$ cat config.mk
export PLATFORM = sky130hd
export DESIGN_NAME = wb_arbiter_flat
export DESIGN_NICKNAME = d
export VERILOG_FILES = /design/src/rtl/wb_pkg.sv /design/src/rtl/wb_arbiter_if.sv /design/src/rtl/rr_arbiter.sv /design/src/rtl/wb_arbiter.sv /design/src/flat_wrapper.sv
export SDC_FILE = /design/constraint.sdc
export NUM_CORES = 1
export LEC_CHECK = 0
export ABC_CLOCK_PERIOD_IN_PS = 7100
export CAP_MARGIN = 0
export CORE_MARGIN = 8
export CORE_UTILIZATION = 46
export DETAILED_ROUTE_END_ITERATION = 16
export GPL_TIMING_DRIVEN = 0
export PLACE_DENSITY = 0.83
export RECOVER_POWER = 100
export SETUP_SLACK_MARGIN = 0.5
export SKIP_CTS_REPAIR_TIMING = 1
export SYNTH_ARGS = -nofsm -noshare
export SYNTH_HDL_FRONTEND = slang
export SYNTH_SLANG_ARGS = --single-unit
$ cat constraint.sdc
create_clock -name CLOCK_50 -period 7.1 [get_ports CLOCK_50]
set_input_delay 2.13 -clock CLOCK_50 [delete_from_list [all_inputs] [get_ports CLOCK_50]]
set_output_delay 2.13 -clock CLOCK_50 [all_outputs]
set_load 0.005 [all_outputs]
$ cat src/rtl/wb_pkg.sv
// Shared constants and types for the writeback arbiter slice.
package wb_pkg;

    localparam int unsigned NREQ  = 3;
    localparam int unsigned XLEN  = 32;
    localparam int unsigned REG_W = 5;
    localparam int unsigned NREG  = 32;

    // Requester slots in the req_* vectors
    localparam int unsigned REQ_ALU    = 0;
    localparam int unsigned REQ_LOAD   = 1;
    localparam int unsigned REQ_MULDIV = 2;

    typedef logic [REG_W-1:0] reg_idx_t;

    // Width of a pointer over n requesters (never zero)
    function automatic int unsigned ptr_width(input int unsigned n);
        return (n > 1) ? $clog2(n) : 1;
    endfunction

endpackage

$ cat src/rtl/wb_arbiter_if.sv
// Writeback/issue bus between execution units, decode and the arbiter.
interface wb_arbiter_if #(
    parameter int unsigned NREQ = wb_pkg::NREQ,
    parameter int unsigned XLEN = wb_pkg::XLEN
);
    import wb_pkg::*;

    logic [NREQ-1:0]       req_valid;
    logic [NREQ*REG_W-1:0] req_dst;
    logic [NREQ*XLEN-1:0]  req_data;
    logic [NREQ-1:0]       req_ready;

    logic                  issue_valid;
    reg_idx_t              issue_src_a;
    reg_idx_t              issue_src_b;
    reg_idx_t              issue_dst;
    logic                  stall;

    logic                  reg_write;
    reg_idx_t              dst;
    logic [XLEN-1:0]       wb;

    // Requesters/decode side
    modport master (
        output req_valid, req_dst, req_data, issue_valid, issue_src_a, issue_src_b, issue_dst,
        input  req_ready, stall, reg_write, dst, wb
    );

    // Arbiter side
    modport slave (
        input  req_valid, req_dst, req_data, issue_valid, issue_src_a, issue_src_b, issue_dst,
        output req_ready, stall, reg_write, dst, wb
    );

endinterface

$ cat src/rtl/rr_arbiter.sv
// Round-robin grant: first set request at or above ptr, wrapping around.
module rr_arbiter #(
    parameter int unsigned NREQ  = wb_pkg::NREQ,
    parameter int unsigned PTR_W = wb_pkg::ptr_width(NREQ)
) (
    input  logic [NREQ-1:0]  req,
    input  logic [PTR_W-1:0] ptr,
    output logic [NREQ-1:0]  gnt
);

    int unsigned idx;
    logic        found;

    // Scan requesters in priority order starting at ptr
    always_comb begin
        gnt   = '0;
        found = 1'b0;
        idx   = 0;
        for (int unsigned i = 0; i < NREQ; i++) begin
            idx = (int'(ptr) + i) % NREQ;
            if (!found && req[idx]) begin
                gnt[idx] = 1'b1;
                found    = 1'b1;
            end
        end
    end

endmodule

$ cat src/rtl/wb_arbiter.sv
// Writeback arbiter: round-robin grant of the register-file write port plus
// a pending-write scoreboard that stalls decode on RAW/WAW hazards.
module wb_arbiter #(
    parameter int unsigned NREQ = wb_pkg::NREQ,
    parameter int unsigned XLEN = wb_pkg::XLEN
) (
    input  logic         CLOCK_50,
    input  logic         reset_n,
    wb_arbiter_if.slave  bus
);
    import wb_pkg::*;

    localparam int unsigned PTR_W = ptr_width(NREQ);

    logic [PTR_W-1:0] rr_ptr_q, rr_ptr_d;
    logic [NREQ-1:0]  gnt;
    logic             fire;
    logic [PTR_W-1:0] win_idx;
    reg_idx_t         sel_dst;
    logic [XLEN-1:0]  sel_data;

    logic             reg_write_q;
    reg_idx_t         dst_q;
    logic [XLEN-1:0]  wb_q;

    logic [NREG-1:0]  pending_q, pending_d;
    logic             stall_w;
    logic             issue_set;

    rr_arbiter #(
        .NREQ  (NREQ),
        .PTR_W (PTR_W)
    ) u_rr (
        .req (bus.req_valid),
        .ptr (rr_ptr_q),
        .gnt (gnt)
    );

    // Grants are suppressed while held in reset
    assign bus.req_ready = gnt & {NREQ{reset_n}};
    assign fire          = |(bus.req_valid & bus.req_ready);

    // Select the winner's payload and compute the next round-robin pointer
    always_comb begin
        win_idx  = '0;
        sel_dst  = '0;
        sel_data = '0;
        for (int unsigned i = 0; i < NREQ; i++) begin
            if (gnt[i]) begin
                win_idx  = PTR_W'(i);
                sel_dst  = bus.req_dst[REG_W*i +: REG_W];
                sel_data = bus.req_data[XLEN*i +: XLEN];
            end
        end
        rr_ptr_d = rr_ptr_q;
        if (fire) begin
            rr_ptr_d = (win_idx == PTR_W'(NREQ - 1)) ? '0 : win_idx + 1'b1;
        end
    end

    // Hazard check against outstanding writes
    assign stall_w   = reset_n & bus.issue_valid &
                       (pending_q[bus.issue_src_a] | pending_q[bus.issue_src_b] |
                        pending_q[bus.issue_dst]);
    assign bus.stall = stall_w;
    assign issue_set = bus.issue_valid & ~stall_w & (bus.issue_dst != '0);

    // Scoreboard update; a new issue overrides a same-index writeback clear
    always_comb begin
        pending_d = pending_q;
        if (reg_write_q) begin
            pending_d[dst_q] = 1'b0;
        end
        if (issue_set) begin
            pending_d[bus.issue_dst] = 1'b1;
        end
        pending_d[0] = 1'b0;
    end

    // State: pointer, scoreboard and registered writeback port
    always_ff @(posedge CLOCK_50 or negedge reset_n) begin
        if (!reset_n) begin
            rr_ptr_q    <= '0;
            pending_q   <= '0;
            reg_write_q <= 1'b0;
            dst_q       <= '0;
            wb_q        <= '0;
        end else begin
            rr_ptr_q    <= rr_ptr_d;
            pending_q   <= pending_d;
            // x0 writes are accepted but never committed
            reg_write_q <= fire & (sel_dst != '0);
            if (fire) begin
                dst_q <= sel_dst;
                wb_q  <= sel_data;
            end
        end
    end

    assign bus.reg_write = reg_write_q;
    assign bus.dst       = dst_q;
    assign bus.wb        = wb_q;

endmodule
$ cat src/flat_wrapper.sv
// flat-port wrapper written by rule: the top's interface ports become plain ports
module wb_arbiter_flat import wb_pkg::*;
#(
    parameter int unsigned NREQ = wb_pkg::NREQ,
    parameter int unsigned XLEN = wb_pkg::XLEN
)
  (CLOCK_50, reset_n, bus_req_valid, bus_req_dst, bus_req_data, bus_issue_valid, bus_issue_src_a, bus_issue_src_b, bus_issue_dst, bus_req_ready, bus_stall, bus_reg_write, bus_dst, bus_wb);
  wb_arbiter_if #(.NREQ(NREQ), .XLEN(XLEN)) bus_i ();
  input  logic CLOCK_50;
  input  logic reset_n;
  input wire logic [$bits(bus_i.req_valid)-1:0] bus_req_valid;
  input wire logic [$bits(bus_i.req_dst)-1:0] bus_req_dst;
  input wire logic [$bits(bus_i.req_data)-1:0] bus_req_data;
  input wire logic [$bits(bus_i.issue_valid)-1:0] bus_issue_valid;
  input wire logic [$bits(bus_i.issue_src_a)-1:0] bus_issue_src_a;
  input wire logic [$bits(bus_i.issue_src_b)-1:0] bus_issue_src_b;
  input wire logic [$bits(bus_i.issue_dst)-1:0] bus_issue_dst;
  output wire logic [$bits(bus_i.req_ready)-1:0] bus_req_ready;
  output wire logic [$bits(bus_i.stall)-1:0] bus_stall;
  output wire logic [$bits(bus_i.reg_write)-1:0] bus_reg_write;
  output wire logic [$bits(bus_i.dst)-1:0] bus_dst;
  output wire logic [$bits(bus_i.wb)-1:0] bus_wb;
  assign bus_i.req_valid = bus_req_valid;
  assign bus_i.req_dst = bus_req_dst;
  assign bus_i.req_data = bus_req_data;
  assign bus_i.issue_valid = bus_issue_valid;
  assign bus_i.issue_src_a = bus_issue_src_a;
  assign bus_i.issue_src_b = bus_issue_src_b;
  assign bus_i.issue_dst = bus_issue_dst;
  assign bus_req_ready = bus_i.req_ready;
  assign bus_stall = bus_i.stall;
  assign bus_reg_write = bus_i.reg_write;
  assign bus_dst = bus_i.dst;
  assign bus_wb = bus_i.wb;
  wb_arbiter #(.NREQ(NREQ), .XLEN(XLEN)) u_core (.CLOCK_50(CLOCK_50), .reset_n(reset_n), .bus(bus_i));
endmodule
Yosys cells after proc, flatten, opt, wreduce, memory -nomap -nowiden
Index checks and enable logic that the tools add are counted.

Add/subtract/negate cells: 3. Divide/modulo/power cells: 3. Order comparisons: 12. Eq/ne operators: 1. Mux-type cells: 38. Bitwise gates (word level): 15. Reductions and logical operators: 12.

Operators with widths (count): 2-to-1 mux 32 bit (5); greater-or-equal comparator 32 x 1 -> 1 bit, second input constant (3); less-than comparator 32 x 3 -> 1 bit, second input constant (3); modulo 32 x 2 -> 32 bit, second input constant (2); AND 32 bit (1); modulo 2 x 2 -> 32 bit, second input constant (1); inverter 32 bit (1); bitwise OR 32 bit (1); less-than comparator 5 x 6 -> 1 bit, second input constant (4); binary-select mux 1 bit (select 5 bit) (3); 2-to-1 mux 5 bit (3); 2-to-1 mux 1 bit (14); demux 1 bit (select 5 bit) (2); greater-or-equal comparator 5 x 1 -> 1 bit, second input constant (2); nonzero test 5 bit (2); 2-to-1 mux 3 bit (3); logical AND 1 bit (7); AND 3 bit (2); binary-select mux 1 bit (select 2 bit) (3); demux 1 bit (select 2 bit) (3); bitwise OR 3 bit (2); AND 1 bit (5); 2-to-1 mux 2 bit (2); adder 2 x 1 -> 3 bit, second input constant (1); other kinds (7) (9).

Register bits after elaboration: 71. Input bits: 132.

Longest topological paths before layout
Gate-level depths: netlist of the first run.

Word-level depth: 15. Gate-level depth with buffers: 11.

Modules after synthesis
Synthesis of the first run repeated with hierarchy kept, for this count alone.

Cell total of the unflattened synthesis: 495. Area total of the unflattened synthesis: 4725.8 um2.

Modules (own cells, without submodules): wb_arbiter (instances 1, cells each 460, area an instance 4460.5 um2); rr_arbiter (instances 1, cells each 35, area an instance 265.3 um2).

Worst setup path after synthesis of the first run
OpenSTA, ideal clock, no wires.

Kind: input to output. Start: input bus_issue_src_b[0]. End: output bus_stall. Arrival: 4.070 ns. Data required time: 4.970 ns. Slack: 0.900 ns. Cell stages on the path: 7. Buffers on the path: 1. Cell sequence: clkbuf_1 -> mux4_2 -> nand3_1 -> o2111ai_1 -> a311o_1 -> o41ai_4 -> nor2_1.

Longest elaborated chain between the ends: 5.

RTL lines: from (decl) (line flat_wrapper.sv:16) `input wire logic [$bits(bus_i.issue_src_b)-1:0] bus_issue_src_b;`; binary-select mux 1 bit (select 5 bit) (line wb_arbiter.sv:63) `(pending_q[bus.issue_src_a] | pending_q[bus.issue_src_b] |`; 2-to-1 mux 1 bit (not written as such) (line wb_arbiter.sv:63); bitwise OR 1 bit (2 in a row) (line wb_arbiter.sv:63); AND 1 bit (line wb_arbiter.sv:62) `assign stall_w = reset_n & bus.issue_valid &`; to (decl) (line flat_wrapper.sv:19) `output wire logic [$bits(bus_i.stall)-1:0] bus_stall;`.

No other way between the ends. The select of a mux whose other input is x is not followed.

Worst setup path in the final report of the first run
Start: input bus_req_valid[2]. End: output bus_req_ready[1].

Longest elaborated chain between the ends: 10.

RTL lines: from (decl) (line flat_wrapper.sv:11) `input wire logic [$bits(bus_i.req_valid)-1:0] bus_req_valid;`; binary-select mux 1 bit (select 2 bit) (line rr_arbiter.sv:21) `if (!found && req[idx]) begin`; 2-to-1 mux 1 bit (not written as such) (line rr_arbiter.sv:21); 2-to-1 mux 1 bit (line rr_arbiter.sv:21); logical NOT 1 bit (line rr_arbiter.sv:21); logical AND 1 bit (line rr_arbiter.sv:21); 2-to-1 mux 1 bit (line rr_arbiter.sv:21); logical NOT 1 bit (line rr_arbiter.sv:21); logical AND 1 bit (line rr_arbiter.sv:21); 2-to-1 mux 3 bit (*) (line rr_arbiter.sv:21); AND 3 bit (*) (line wb_arbiter.sv:40) `assign bus.req_ready = gnt & {NREQ{reset_n}};`; to (decl) (line flat_wrapper.sv:18) `output wire logic [$bits(bus_i.req_ready)-1:0] bus_req_ready;`.

Every way passes the cells marked *; elsewhere a longest branch is shown, timed or not. The select of a mux whose other input is x is not followed.

==> results.cfg, run 1 <==
[critical_path]
endpoint_kind = primary output
cp.arrival_ns = 4.52
slowest_stage = clkdlybuf4s50_1
start_kind = input port
reg2reg_setup_slack_ns = 3.68
cp_max_fo = 10
path_delay_family = buffers and inverters
critPathMostFrequentCell = and2_1
critPathMaxStageDelay_ns = 0.50
worstSetupPathType = input port to primary output
critPathBufInv = 5
critPathRequiredTime_ns = 4.97
path_cells = dlymetal6s2s_1 > nor3b_2 > and2_1 > o311a_1 > clkbuf_1 > buf_4 > clkbuf_4 > and2_1 > clkdlybuf4s50_1

[die]
num_rows = 36
core_um2 = 9770
die_h_um = 116
die_area_um2 = 13600
ios = 174
fp.dieW_um = 116
start_util = 0.475

[global_routing]
grt_pass1_vias = 5312
antenna_found_initial = 0
track_usage = 0.255
grt_max_degree = 76
grt_pass1_wl_um = 26700
overflow = 0

[finish]
drive_above_1_share = 0.101
final_nets = 828
final_core_util = 0.702
area_growth_pct = 47.9
layoutNonFillerInstCount = 829
diodes = 0

[timing]
timing.hold.ws_ns = 0.473
fmax_mhz = 150
finClkSkew_ns = 0.0105
rsz0062_at_grt = false
slew_viol_final = 0
min_period_ns = 6.65
tns_ns = 0
fin_crit_sh = 0.936
maxSlewHeadroom = 0.579
hold_viol = 0
worstMarginPinSlew_ns = 0.627
final-setup-viol-count = 0

[power_and_ir_drop]
vdd_drop_max_v = 0.000240
leakagePower_uw = 0.00267
power.density_nw_per_um2 = 367

[clock_tree]
cts_tree = done
cts_num_sinks = 71
cts_buffer_depth = 2
clk-insertion-delay-late_ns = 0.35
cts.clk_slew.worst_paths_ns = 0.07
htreeDepth = 3
root_buffer = clkbuf_8
cts_buffers = 9

[route]
dr.pass1.iters = 5
drc = 0
viasPerCell = 6.08
avgRoutedWirePerCell_um = 20.7
drtIter0Drc = 422
ant_nets = 0
routed_wl_um = 17200
vias = 5043

[synth]
ys_warn_count = 0
synth_edf_count = 0
syn-cell-area_um2 = 4640
syn_inst = 505
synth_nets = 641
synth_async_sr_flop_share = 1.00
synth.distinct_cells = 47
ys_seq_area_frac = 0.383
ys.flop_type = dfrtp_1
syn_area_per_cell_um2 = 9.19
yosys_register_bits = 71

[flow_run]
cap_violations = 0

[placement]
dp_hpwl_um = 13500
placed_cells = 806
place_congestion = 0.960
numPortBuffers = 167

[status]
status = finished, final reports clean

[worst_hold_path]
hold_class = flop to flop
## flip-flops by register name, indices dropped and copies added, names as in the netlist
name	flops
u_core.bus.reg_write	1
u_core.rr_ptr_q	2
u_core.bus.wb	32
u_core.pending_q	31
u_core.bus.dst	5
## cell usage after synthesis, types with 4 or more instances
cell / count / area, um2
o31ai_1: 36 / 270
clkbuf_1: 34 / 128
a221oi_1: 35 / 307
nor2b_1: 39 / 244
nand2_1: 47 / 176
mux4_2: 16 / 360
buf_1: 5 / 18.8
a21oi_1: 6 / 30.0
nand4_1: 5 / 31.3
mux2i_1: 8 / 80.1
inv_1: 7 / 26.3
nand3_1: 9 / 45.0
or3b_2: 5 / 43.8
and2_1: 5 / 31.3
nand3b_1: 11 / 82.6
nor2_1: 43 / 161
o21ai_0: 68 / 340
ha_1: 4 / 50.1
mux2_2: 7 / 78.8
nand2b_1: 6 / 37.5
dfrtp_1: 71 / 1780
o22ai_1: 5 / 31.3
## cells by family after synthesis
kind of cell | Yosys count | share of synthesized area
AOI/OAI and AO/OA | 170 | 0.253
adders and majority gates | 4 | 0.0108
buffers and inverters | 46 | 0.0372
DFF | 71 | 0.383
muxes | 31 | 0.112
and+or+nand+nor | 183 | 0.205
## path summary, 6_finish.rpt
check | start | to | cells after the start
min in group asynchronous | reset_n | u_core.pending_q[12] | 1
max in group asynchronous | reset_n | u_core.bus.wb[20] | 2
min reg2reg | u_core.bus.wb[2] | u_core.bus.wb[2] | 2
min | u_core.bus.wb[2] | u_core.bus.wb[2] | 2
max | bus_req_valid[2] | bus_req_ready[1] | 9
max reg2reg | u_core.rr_ptr_q[1] | u_core.bus.wb[10] | 11
## placed cells by master, fill, tap and decap left out, types with 7 or more instances in the layout
cell type / instances
a221oi_1: 35
clkbuf_8: 10
nand3b_1: 11
nor2_1: 43
nand2_1: 47
mux2_2: 7
mux4_2: 16
nand3_1: 9
mux2i_1: 7
nor2b_1: 39
clkdlybuf4s50_1: 120
o21ai_0: 68
buf_4: 9
dlygate4sd3_1: 40
o31ai_1: 36
dfrtp_1: 71
clkbuf_1: 30
inv_1: 7
## metrics by stage
stage,area [um2],worst slack [ns],power (uW)
after detailed placement,6500,-0.214,2140
after floorplan,4640,0.900,1560
after global placement,6480,-1.24,2090
after CTS,6720,-0.202,2500
after global routing,6860,0.278,2700
final,6860,0.455,2520
## per-layer routing
metal	GRT usage	vias to the layer above	wire [um]
met5	0	-	0
met4	0.129	0	618
met3	0.101	60	1920
met2	0.438	294	8510
met1	0.266	2397	6130
li1	-	2292	-
## worst register-to-register path, stage by stage, from the launching register on
cell      delay [ns]
dfrtp_1         0.40
inv_1           0.08
ha_1            0.25
nand2b_1        0.23
and4_1          0.26
a311oi_4        0.39
a211oi_1        0.13
o31ai_1         0.56
clkbuf_1        0.44
clkbuf_1        0.39
nand2_1         0.13
o31ai_1         0.08
## where the power goes
part | leakage (uW) | switching, uW | total, uW | internal, uW
sequential | 0.000811 | 133 | 704 | 571
clock | 0.000109 | 156 | 362 | 206
combinational | 0.00175 | 791 | 1460 | 665
total | 0.00267 | 1080 | 2520 | 1440
## area by class of cell
cell class              count  area [um2]
fillers                   788        2910
multi-input cells         388        2720
flip-flops and latches     71        1780
repair buffers            176        1760
plain buffers              39         191
well taps                 133         166
clock buffers              10         138
clock inverters             5        81.3
inverters                   7        26.3
No activity file was read; power rests on OpenSTA's default activity.
==> inputs of run 2 (changes only) <==
Settings changed: CORE_MARGIN 8 to default, CTS_CLUSTER_DIAMETER from default to 120.
==> results.cfg, run 2 (synthesis results as in run 1) <==
[die]
ios = 174
num_rows = 36
die_area_um2 = 10500
start_util = 0.475
core_um2 = 9770
fp.dieW_um = 102
die_h_um = 102

[finish]
final_cell_mix = clkdlybuf4s50_1, dfrtp_1, o21ai_0
diodes = 0
final_core_util = 0.695
n_fill_cell = 788
final_nets = 826
layoutNonFillerInstCount = 828
area_growth_pct = 46.4
layout_commonest_cell = clkdlybuf4s50_1
drive_above_1_share = 0.0935
largest_register_ffs = 32

[placement]
numPortBuffers = 167
dp_hpwl_um = 11800
placed_cells = 806
place_congestion = 1.02

[global_routing]
grt_pass1_wl_um = 23900
overflow = 0
grt_pass1_vias = 4861
antenna_found_initial = 0
track_usage = 0.301
grt_max_degree = 76

[route]
routed_wl_um = 15400
viasPerCell = 6.07
vias = 5025
drc = 0
dr.pass1.iters = 5
ant_nets = 0
drtIter0Drc = 284
avgRoutedWirePerCell_um = 18.6

[critical_path]
critPathMaxStageDelay_ns = 0.58
endpoint_kind = primary output
cp.arrival_ns = 4.59
path_cells = dlygate4sd3_1 > nand2b_1 > and4_1 > a311oi_1 > a21oi_2 > clkbuf_4 > and2_1 > clkdlybuf4s50_1
worstSetupPathType = input port to primary output
cp_max_fo = 10
slowest_stage = dlygate4sd3_1
start_kind = input port
r2r_cells = 11
critPathRequiredTime_ns = 4.97

[power_and_ir_drop]
vdd_drop_max_v = 0.000228
power.density_nw_per_um2 = 363
leakagePower_uw = 0.00265

[timing]
fmax_mhz = 149
final-setup-viol-count = 0
finClkSkew_ns = 0.00723
timing.hold.ws_ns = 0.478
hold_viol = 0
maxSlewHeadroom = 0.571
fin_crit_sh = 0.946
slew_viol_final = 0
rsz0062_at_grt = false
min_period_ns = 6.72
worstMarginPinSlew_ns = 0.637

[clock_tree]
root_buffer = clkbuf_8
clk-insertion-delay-late_ns = 0.35
cts_tree = done
htreeDepth = 3
cts_buffer_depth = 2
cts.clk_slew.worst_paths_ns = 0.07
cts_num_sinks = 71
cts_buffers = 9

[worst_hold_path]
min_delay_path_depth = 2
hold_class = flop to flop

[flow_run]
cap_violations = 0

[status]
status = finished, final reports clean
-- run 2: routing by layer --
layer,GRT usage,up-vias,part of all wire,wire (um)
met1,0.350,2426,0.38,5800
met3,0.0657,47,0.074,1140
met5,0,-,0,0
li1,-,2294,-,-
met4,0.147,0,0.033,515
met2,0.524,258,0.52,7970
-- run 2: critical path: cells and delay by family --
kind | cells | cell delay [ns]
compound gates | 2 | 0.70
simple gates | 3 | 0.51
buf+inv | 3 | 1.26
-- run 2: final timing paths --
kind	from	end	slack [ns]
worst max-delay path	bus_req_valid[1]	bus_req_ready[0]	0.38
max in group asynchronous	reset_n	u_core.bus.wb[13]	4.84
worst max register to register	u_core.rr_ptr_q[1]	u_core.bus.wb[19]	3.54
worst min register to register	u_core.bus.wb[2]	u_core.bus.wb[2]	0.48
min in group asynchronous	reset_n	u_core.pending_q[13]	1.61
worst min-delay path	u_core.bus.wb[2]	u_core.bus.wb[2]	0.48
-- run 2: layout make-up --
type                    count  area, um2  share of cell area
repair buffers            174       1750               0.258
inverters                   7       26.3             0.00387
well taps                 133        166              0.0245
flip-flops and latches     71       1780               0.261
clock buffers              10        128              0.0188
clock inverters             6       70.1              0.0103
multi-input cells         388       2680               0.395
plain buffers              39        191              0.0282
-- run 2: metrics by stage --
stage	TNS [ns]	total power, uW	area, um2	setup slack, ns
final	0	2470	6800	0.383
after CTS	-0.314	2460	6700	-0.241
after detailed placement	-0.306	2130	6500	-0.233
after floorplan	0	1560	4640	0.900
after global routing	0	2650	6800	0.266
after global placement	-3.89	2080	6480	-1.21
-- run 2: where the power goes --
| group | switching (uW) | leakage [uW] | internal [uW] |
|---|---|---|---|
| clock | 158 | 0.0000891 | 164 |
| combinational | 782 | 0.00175 | 664 |
| sequential | 128 | 0.000811 | 571 |
| total | 1070 | 0.00265 | 1400 |
